--- config.mk ---
export PLATFORM = sky130hd
export DESIGN_NAME = sat_round_pipe
export DESIGN_NICKNAME = d
export VERILOG_FILES = /design/src/rtl/sat_round_pipe.sv
export SDC_FILE = /design/constraint.sdc
export NUM_CORES = 1
export LEC_CHECK = 0
export BUFFER_PORTS_ARGS = -buffer_cell sky130_fd_sc_hd__buf_2
export CAP_MARGIN = 40
export CORE_UTILIZATION = 40
export CTS_BUF_LIST = sky130_fd_sc_hd__clkbuf_16
export DETAILED_ROUTE_END_ITERATION = 8
export GPL_TIMING_DRIVEN = 0
export HOLD_SLACK_MARGIN = 0.12
export PLACE_DENSITY = 0.6
export SYNTH_ARGS = -nofsm -noshare
export SYNTH_HDL_FRONTEND = slang
export SYNTH_SLANG_ARGS = --single-unit
export TNS_END_PERCENT = 50
--- constraint.sdc ---
create_clock -name clk -period 3.9 [get_ports clk]
set_input_delay 0.585 -clock clk [delete_from_list [all_inputs] [get_ports clk]]
set_output_delay 0.585 -clock clk [all_outputs]
set_load 0.02 [all_outputs]
--- src/rtl/sat_round_pipe.sv ---
// Two-stage round-and-saturate pipeline for NCH lockstep signed channels.
// Stage 1 drops SHIFT LSBs with the selected rounding mode; stage 2 clips to OSZ bits and keeps clip statistics.
module sat_round_pipe #(
  parameter int NCH   = 2,
  parameter int ISZ   = 17,
  parameter int OSZ   = 12,
  parameter int SHIFT = 0,
  parameter int CNTW  = 16
) (
  input  logic                  clk,
  input  logic                  reset,
  input  logic [1:0]            rnd_mode,
  input  logic                  in_valid,
  output logic                  in_ready,
  input  logic [NCH*ISZ-1:0]    in_data,
  output logic                  out_valid,
  input  logic                  out_ready,
  output logic [NCH*OSZ-1:0]    out_data,
  output logic [NCH-1:0]        out_sat,
  output logic [NCH*CNTW-1:0]   sat_cnt,
  output logic                  sat_sticky,
  input  logic                  cnt_clr
);

  localparam int RW = ISZ - SHIFT + 1;
  localparam logic [ISZ:0] ONE_C     = (ISZ+1)'(1);
  localparam logic [ISZ:0] HALF_C    = (SHIFT > 0) ? (ONE_C << ((SHIFT > 0) ? SHIFT - 1 : 0)) : (ISZ+1)'(0);
  localparam logic [ISZ:0] HALF_M1_C = (SHIFT > 0) ? (HALF_C - ONE_C) : (ISZ+1)'(0);
  localparam logic [OSZ-1:0] MAX_C   = {1'b0, {(OSZ-1){1'b1}}};
  localparam logic [OSZ-1:0] MIN_C   = {1'b1, {(OSZ-1){1'b0}}};
  localparam logic [CNTW-1:0] CNT_ONE_C = CNTW'(1);
  localparam logic [CNTW-1:0] CNT_MAX_C = {CNTW{1'b1}};

  // Sign-extended by one bit so the rounding bias can never overflow.
  function automatic logic [RW-1:0] round_f(input logic [ISZ-1:0] x, input logic [1:0] mode);
    logic [ISZ:0] xe;
    logic [ISZ:0] sum;
    logic         odd;
    xe  = {x[ISZ-1], x};
    odd = (SHIFT > 0) ? x[SHIFT] : 1'b0;
    case (mode)
      2'b01:   sum = xe + HALF_C;
      2'b10:   sum = xe + HALF_M1_C + {{ISZ{1'b0}}, odd};
      default: sum = xe;
    endcase
    return RW'(sum >> SHIFT);
  endfunction

  // Returns {clipped, value}; in range only if the top bits are pure sign extension.
  function automatic logic [OSZ:0] sat_f(input logic [RW-1:0] r);
    logic [RW-OSZ:0] up;
    up = r[RW-1:OSZ-1];
    if ((&up) || !(|up)) begin
      return {1'b0, r[OSZ-1:0]};
    end else if (r[RW-1]) begin
      return {1'b1, MIN_C};
    end else begin
      return {1'b1, MAX_C};
    end
  endfunction

  logic                 v1_q, v1_d, v2_q, v2_d;
  logic [NCH*RW-1:0]    r1_q, r1_d;
  logic [NCH*OSZ-1:0]   data_q, data_d;
  logic [NCH-1:0]       sat_q, sat_d;
  logic [NCH*CNTW-1:0]  cnt_q, cnt_d;
  logic                 sticky_q, sticky_d;
  logic                 en1_s, en2_s, xfer_s;

  // Handshake enables and next-state for both stages and the statistics.
  always_comb begin
    en2_s    = ~v2_q | out_ready;
    en1_s    = ~v1_q | en2_s;
    xfer_s   = v2_q & out_ready;
    in_ready = en1_s & ~reset;

    v1_d     = v1_q;
    r1_d     = r1_q;
    v2_d     = v2_q;
    data_d   = data_q;
    sat_d    = sat_q;
    cnt_d    = cnt_q;
    sticky_d = sticky_q;

    if (en1_s) begin
      v1_d = in_valid;
      if (in_valid) begin
        for (int k = 0; k < NCH; k++) begin
          r1_d[k*RW +: RW] = round_f(in_data[k*ISZ +: ISZ], rnd_mode);
        end
      end else begin
        r1_d = r1_q;
      end
    end else begin
      v1_d = v1_q;
    end

    if (en2_s) begin
      v2_d = v1_q;
      if (v1_q) begin
        for (int k = 0; k < NCH; k++) begin
          {sat_d[k], data_d[k*OSZ +: OSZ]} = sat_f(r1_q[k*RW +: RW]);
        end
      end else begin
        data_d = data_q;
      end
    end else begin
      v2_d = v2_q;
    end

    // Clear wins over a coincident clipped transfer.
    if (cnt_clr) begin
      cnt_d    = {(NCH*CNTW){1'b0}};
      sticky_d = 1'b0;
    end else if (xfer_s) begin
      for (int k = 0; k < NCH; k++) begin
        if (sat_q[k] && (cnt_q[k*CNTW +: CNTW] != CNT_MAX_C)) begin
          cnt_d[k*CNTW +: CNTW] = cnt_q[k*CNTW +: CNTW] + CNT_ONE_C;
        end else begin
          cnt_d[k*CNTW +: CNTW] = cnt_q[k*CNTW +: CNTW];
        end
      end
      sticky_d = sticky_q | (|sat_q);
    end else begin
      sticky_d = sticky_q;
    end
  end

  // Pipeline and statistics registers.
  always_ff @(posedge clk or posedge reset) begin
    if (reset) begin
      v1_q     <= 1'b0;
      v2_q     <= 1'b0;
      r1_q     <= {(NCH*RW){1'b0}};
      data_q   <= {(NCH*OSZ){1'b0}};
      sat_q    <= {NCH{1'b0}};
      cnt_q    <= {(NCH*CNTW){1'b0}};
      sticky_q <= 1'b0;
    end else begin
      v1_q     <= v1_d;
      v2_q     <= v2_d;
      r1_q     <= r1_d;
      data_q   <= data_d;
      sat_q    <= sat_d;
      cnt_q    <= cnt_d;
      sticky_q <= sticky_d;
    end
  end

  assign out_valid  = v2_q;
  assign out_data   = data_q;
  assign out_sat    = sat_q;
  assign sat_cnt    = cnt_q;
  assign sat_sticky = sticky_q;

endmodule
==> qor.tcl <==
set qor(detailroute.via_count) 3599
set qor(arrival_ps) 2210
set qor(finalCriticalPeriod_ps) 1990
set qor(placementRows) 37
set qor(drt-total-wl_um) 10100
set qor(setup_viol_count_final) 0
set qor(path_type_of_the_worst_min_delay_path) {in -> async}
set qor(synth_seq_area_share_pct) 54.1
set qor(die-area_sq_mm) 0.0114
set qor(post_cts_buffers) 0
set qor(min_period_over_period_pct) 51.1
set qor(power.switching_mw) 0.703
set qor(design.final.nets) 559
set qor(internal-power_mw) 1.70
set qor(gp_congestion) 0.787
set qor(grt_usage_pct) 19.0
set qor(grt_antenna_before_repair) 0
set qor(postPlaceCellArea_sq_mm) 0.00509
set qor(clk_root_buffer_cell) {sky130_fd_sc_hd__clkbuf_16}
set qor(ys.flop_type) {sky130_fd_sc_hd__dfrtp_1}
set qor(post_cts_hold_buffer_count) 0
set qor(power.density_cell_area_mw_per_mm2) 449
set qor(yosys_warnings) 0
set qor(largest_net_degree_at_the_start_of_global_routing) 57
set qor(cts.path.max_buffers) 2
set qor(synth-seq-cells) 95
set qor(grt_setup_unrepaired) {false}
set qor(share_of_cells_above_drive_strength_1_pct) 34.9
set qor(clock_sinks) 95
set qor(numPortBuffers) 99
set qor(max_slew_margin_pct) 56.7
set qor(yosysTopAreaCellShare_pct) 54.1
set qor(synth.avg_cell_area_sq_um) 10.8
set qor(fin_worst_skew_ps) 7.83
set qor(antenna_diode_count) 0
set qor(detail_route.first_pass.iterations) 4
set qor(ant_nets) 0
set qor(finalHoldViolations) 0
set qor(seq_power_share_pct) 49.2
set qor(critPathLaunchType) {flip-flop}
set qor(coreArea_sq_mm) 0.0105
set qor(first_global_vias) 3489
set qor(grt_pass1_wl_um) 17000
set qor(clock_tree_from_tritoncts) {built}
set qor(post-synth-top-area-cell) {sky130_fd_sc_hd__dfrtp_1}
set qor(initial_core_util_pct) 42.0
set qor(postCtsResizedCells) 0
set qor(max_cap_violations) 0
set qor(grt-ovfl-total) 0
set qor(cellLeakagePower_nw) 2.41
set qor(critPathKind) {reg -> reg}
set qor(vdd_drop_max_v) 0.000216
set qor(count_of_flip_flops_with_a_built_in_enable_after_synthesis) 0
set qor(required_ps) 4120
set qor(timing.reg2reg.setup_slack_ps) 1910
set qor(sw_frac_of_total_pct) 29.2
set qor(drt_first_iter_violations) 198
set qor(post-place-cells) 641
set qor(finalNonFillerCells) 657
set qor(die_x_um) 107
set qor(path_clk_slew_ps) 70
set qor(hpwl_um) 7200
set qor(postSynthNetCount) 448
set qor(postSynthCellCount) 405
set qor(final_core_util_pct) 51.2
set qor(netlist-cell-type-count) 52
set qor(die_h_um) 107
set qor(cts_max_level) 3
set qor(slew_violations) 0
set qor(comb_power_share_pct) 17.7
set qor(tritoncts.num_buffers) 9
set qor(async_reset_ff_share_pct) 100
set qor(area_delta_synth_final_pct) 21.9
set qor(tightestPinTransition_ps) 644
set qor(max_clock_freq_ghz) 0.502
set qor(synth.area.top_cells) {sky130_fd_sc_hd__dfrtp_1, sky130_fd_sc_hd__mux2_2, sky130_fd_sc_hd__a21oi_1, sky130_fd_sc_hd__o21ai_0, sky130_fd_sc_hd__nand2_1}
set qor(syn-cell-area_sq_mm) 0.00439
set qor(pwr-share-clk_pct) 33.2
set qor(pin_count) 102
set qor(drt_drc_violations_left) 0
set qor(final_design_instance_area_without_fill_sq_mm) 0.00536
set qor(worstSetupEndpointType) {flip-flop}
set qor(clkLatencyLatePin_ps) 340
set qor(crit_path_max_fanout) 8
set qor(drt-wirelength-per-cell_um) 15.4
set qor(route.detailed.vias_per_inst) 5.48
set qor(status) {completed}
==> placed cells by master, fill, tap and decap left out, drive strengths merged, types with 4 or more instances in the layout <==
cell,Yosys,final
nand3,11,11
o311ai,4,4
a21oi,40,40
nand4,12,12
and2,5,5
inv,9,10
nand2,33,33
clkbuf,8,17
nor2b,5,5
nor3,5,5
nor2,18,18
or3,7,7
or4,13,13
and4,5,5
dfrtp,95,95
o41ai,4,4
mux2,38,38
o31ai,12,12
and3,6,6
clkinv,0,4
o21ai,38,38
buf,10,110
==> kinds of logic (layout without fill, tap and decap cells) <==
kind of cell / count (synthesis) / after routing / synth area share [%]
AO/OA/AOI/OAI: 112 / 112 / 15.4
multiplexers: 38 / 38 / 9.74
flip-flops: 95 / 95 / 54.1
adder cells (fa/ha/maj): 2 / 2 / 0.570
buffers and inverters: 27 / 143 / 2.79
AND/OR/NAND/NOR: 131 / 131 / 17.4
==> layer usage <==
layer | routed length, um | vias to the layer above | GRT usage (%) | part of all wire [%]
met5 | 0 | - | 0 | 0
met4 | 79 | 0 | 5.38 | 0.78
met3 | 686 | 6 | 5.65 | 6.8
met2 | 4720 | 94 | 30.0 | 47
met1 | 4630 | 1750 | 25.4 | 46
li1 | - | 1749 | - | -
==> worst max-delay path, cell delays in order, from the launching register on <==
cell                       delay (ps)
sky130_fd_sc_hd__dfrtp_1          400
sky130_fd_sc_hd__ha_1             220
sky130_fd_sc_hd__and2_1           210
sky130_fd_sc_hd__nand4_1          310
sky130_fd_sc_hd__and4bb_2         410
sky130_fd_sc_hd__mux2_2           320
==> final cells by class <==
cell class / count / area, sq um
plain buffers: 18 / 88.8
clock buffers: 9 / 225
clock inverters: 7 / 41.3
fillers: 1011 / 5110
inverters: 9 / 36.3
multi-input cells: 283 / 1890
flip-flops and latches: 95 / 2380
well taps: 136 / 170
repair buffers: 100 / 523
==> stage by stage <==
step                hold slack [ps]  total power [mW]  setup TNS [ps]  worst slack (ps)
floorplan                       473              1.47               0               838
global placement                459              1.62          -37400              -397
detailed placement              467              1.63               0              1710
CTS                             325              2.44               0              1910
global route                    345              2.53               0              1790
finish                          307              2.40               0              1910
==> synthesized netlist by cell type, types with 2 or more instances <==
cell type	number
sky130_fd_sc_hd__nand4_1	10
sky130_fd_sc_hd__and4_4	3
sky130_fd_sc_hd__nor2b_1	5
sky130_fd_sc_hd__a21oi_1	40
sky130_fd_sc_hd__or3_1	5
sky130_fd_sc_hd__buf_1	2
sky130_fd_sc_hd__dfrtp_1	95
sky130_fd_sc_hd__o31ai_1	12
sky130_fd_sc_hd__nand3_1	11
sky130_fd_sc_hd__a211oi_1	3
sky130_fd_sc_hd__and2_1	5
sky130_fd_sc_hd__o221a_2	2
sky130_fd_sc_hd__ha_1	2
sky130_fd_sc_hd__or4_1	12
sky130_fd_sc_hd__or3_2	2
sky130_fd_sc_hd__clkbuf_2	2
sky130_fd_sc_hd__or2_2	2
sky130_fd_sc_hd__buf_2	6
sky130_fd_sc_hd__o21ai_0	37
sky130_fd_sc_hd__and3_1	5
sky130_fd_sc_hd__clkbuf_1	6
sky130_fd_sc_hd__inv_1	9
sky130_fd_sc_hd__nor3_1	4
sky130_fd_sc_hd__o41ai_1	4
sky130_fd_sc_hd__nand2_1	33
sky130_fd_sc_hd__nor4_1	3
sky130_fd_sc_hd__nor2_1	18
sky130_fd_sc_hd__o311ai_0	4
sky130_fd_sc_hd__mux2_2	38
sky130_fd_sc_hd__nand2b_1	3
==> sequential cells by signal (all words and copies together), names as in the netlist <==
signal      cells
out_data       24
out_sat         2
out_valid       1
r1_q           34
sat_cnt        32
sat_sticky      1
v1_q            1
==> power by group through the flow <==
stage	registers, mW	logic (mW)	clock network (mW)
after floorplan	1.27	0.197	0
after global placement	1.20	0.420	0
after detailed placement	1.20	0.431	0
after CTS	1.18	0.433	0.825
after global routing	1.20	0.475	0.861
final	1.18	0.424	0.797
==> path summary, 6_finish.rpt <==
kind | from | to | cells after the start
worst max register to register | sat_cnt[16] | sat_cnt[30] | 5
worst max-delay path | sat_cnt[16] | sat_cnt[30] | 5
worst min-delay path | reset | r1_q[17] | 2
max in group asynchronous | reset | r1_q[23] | 3
min in group clk | in_valid | v1_q | 2
worst min register to register | out_data[16] | out_data[16] | 2
(Power assumes the default switching activity.)
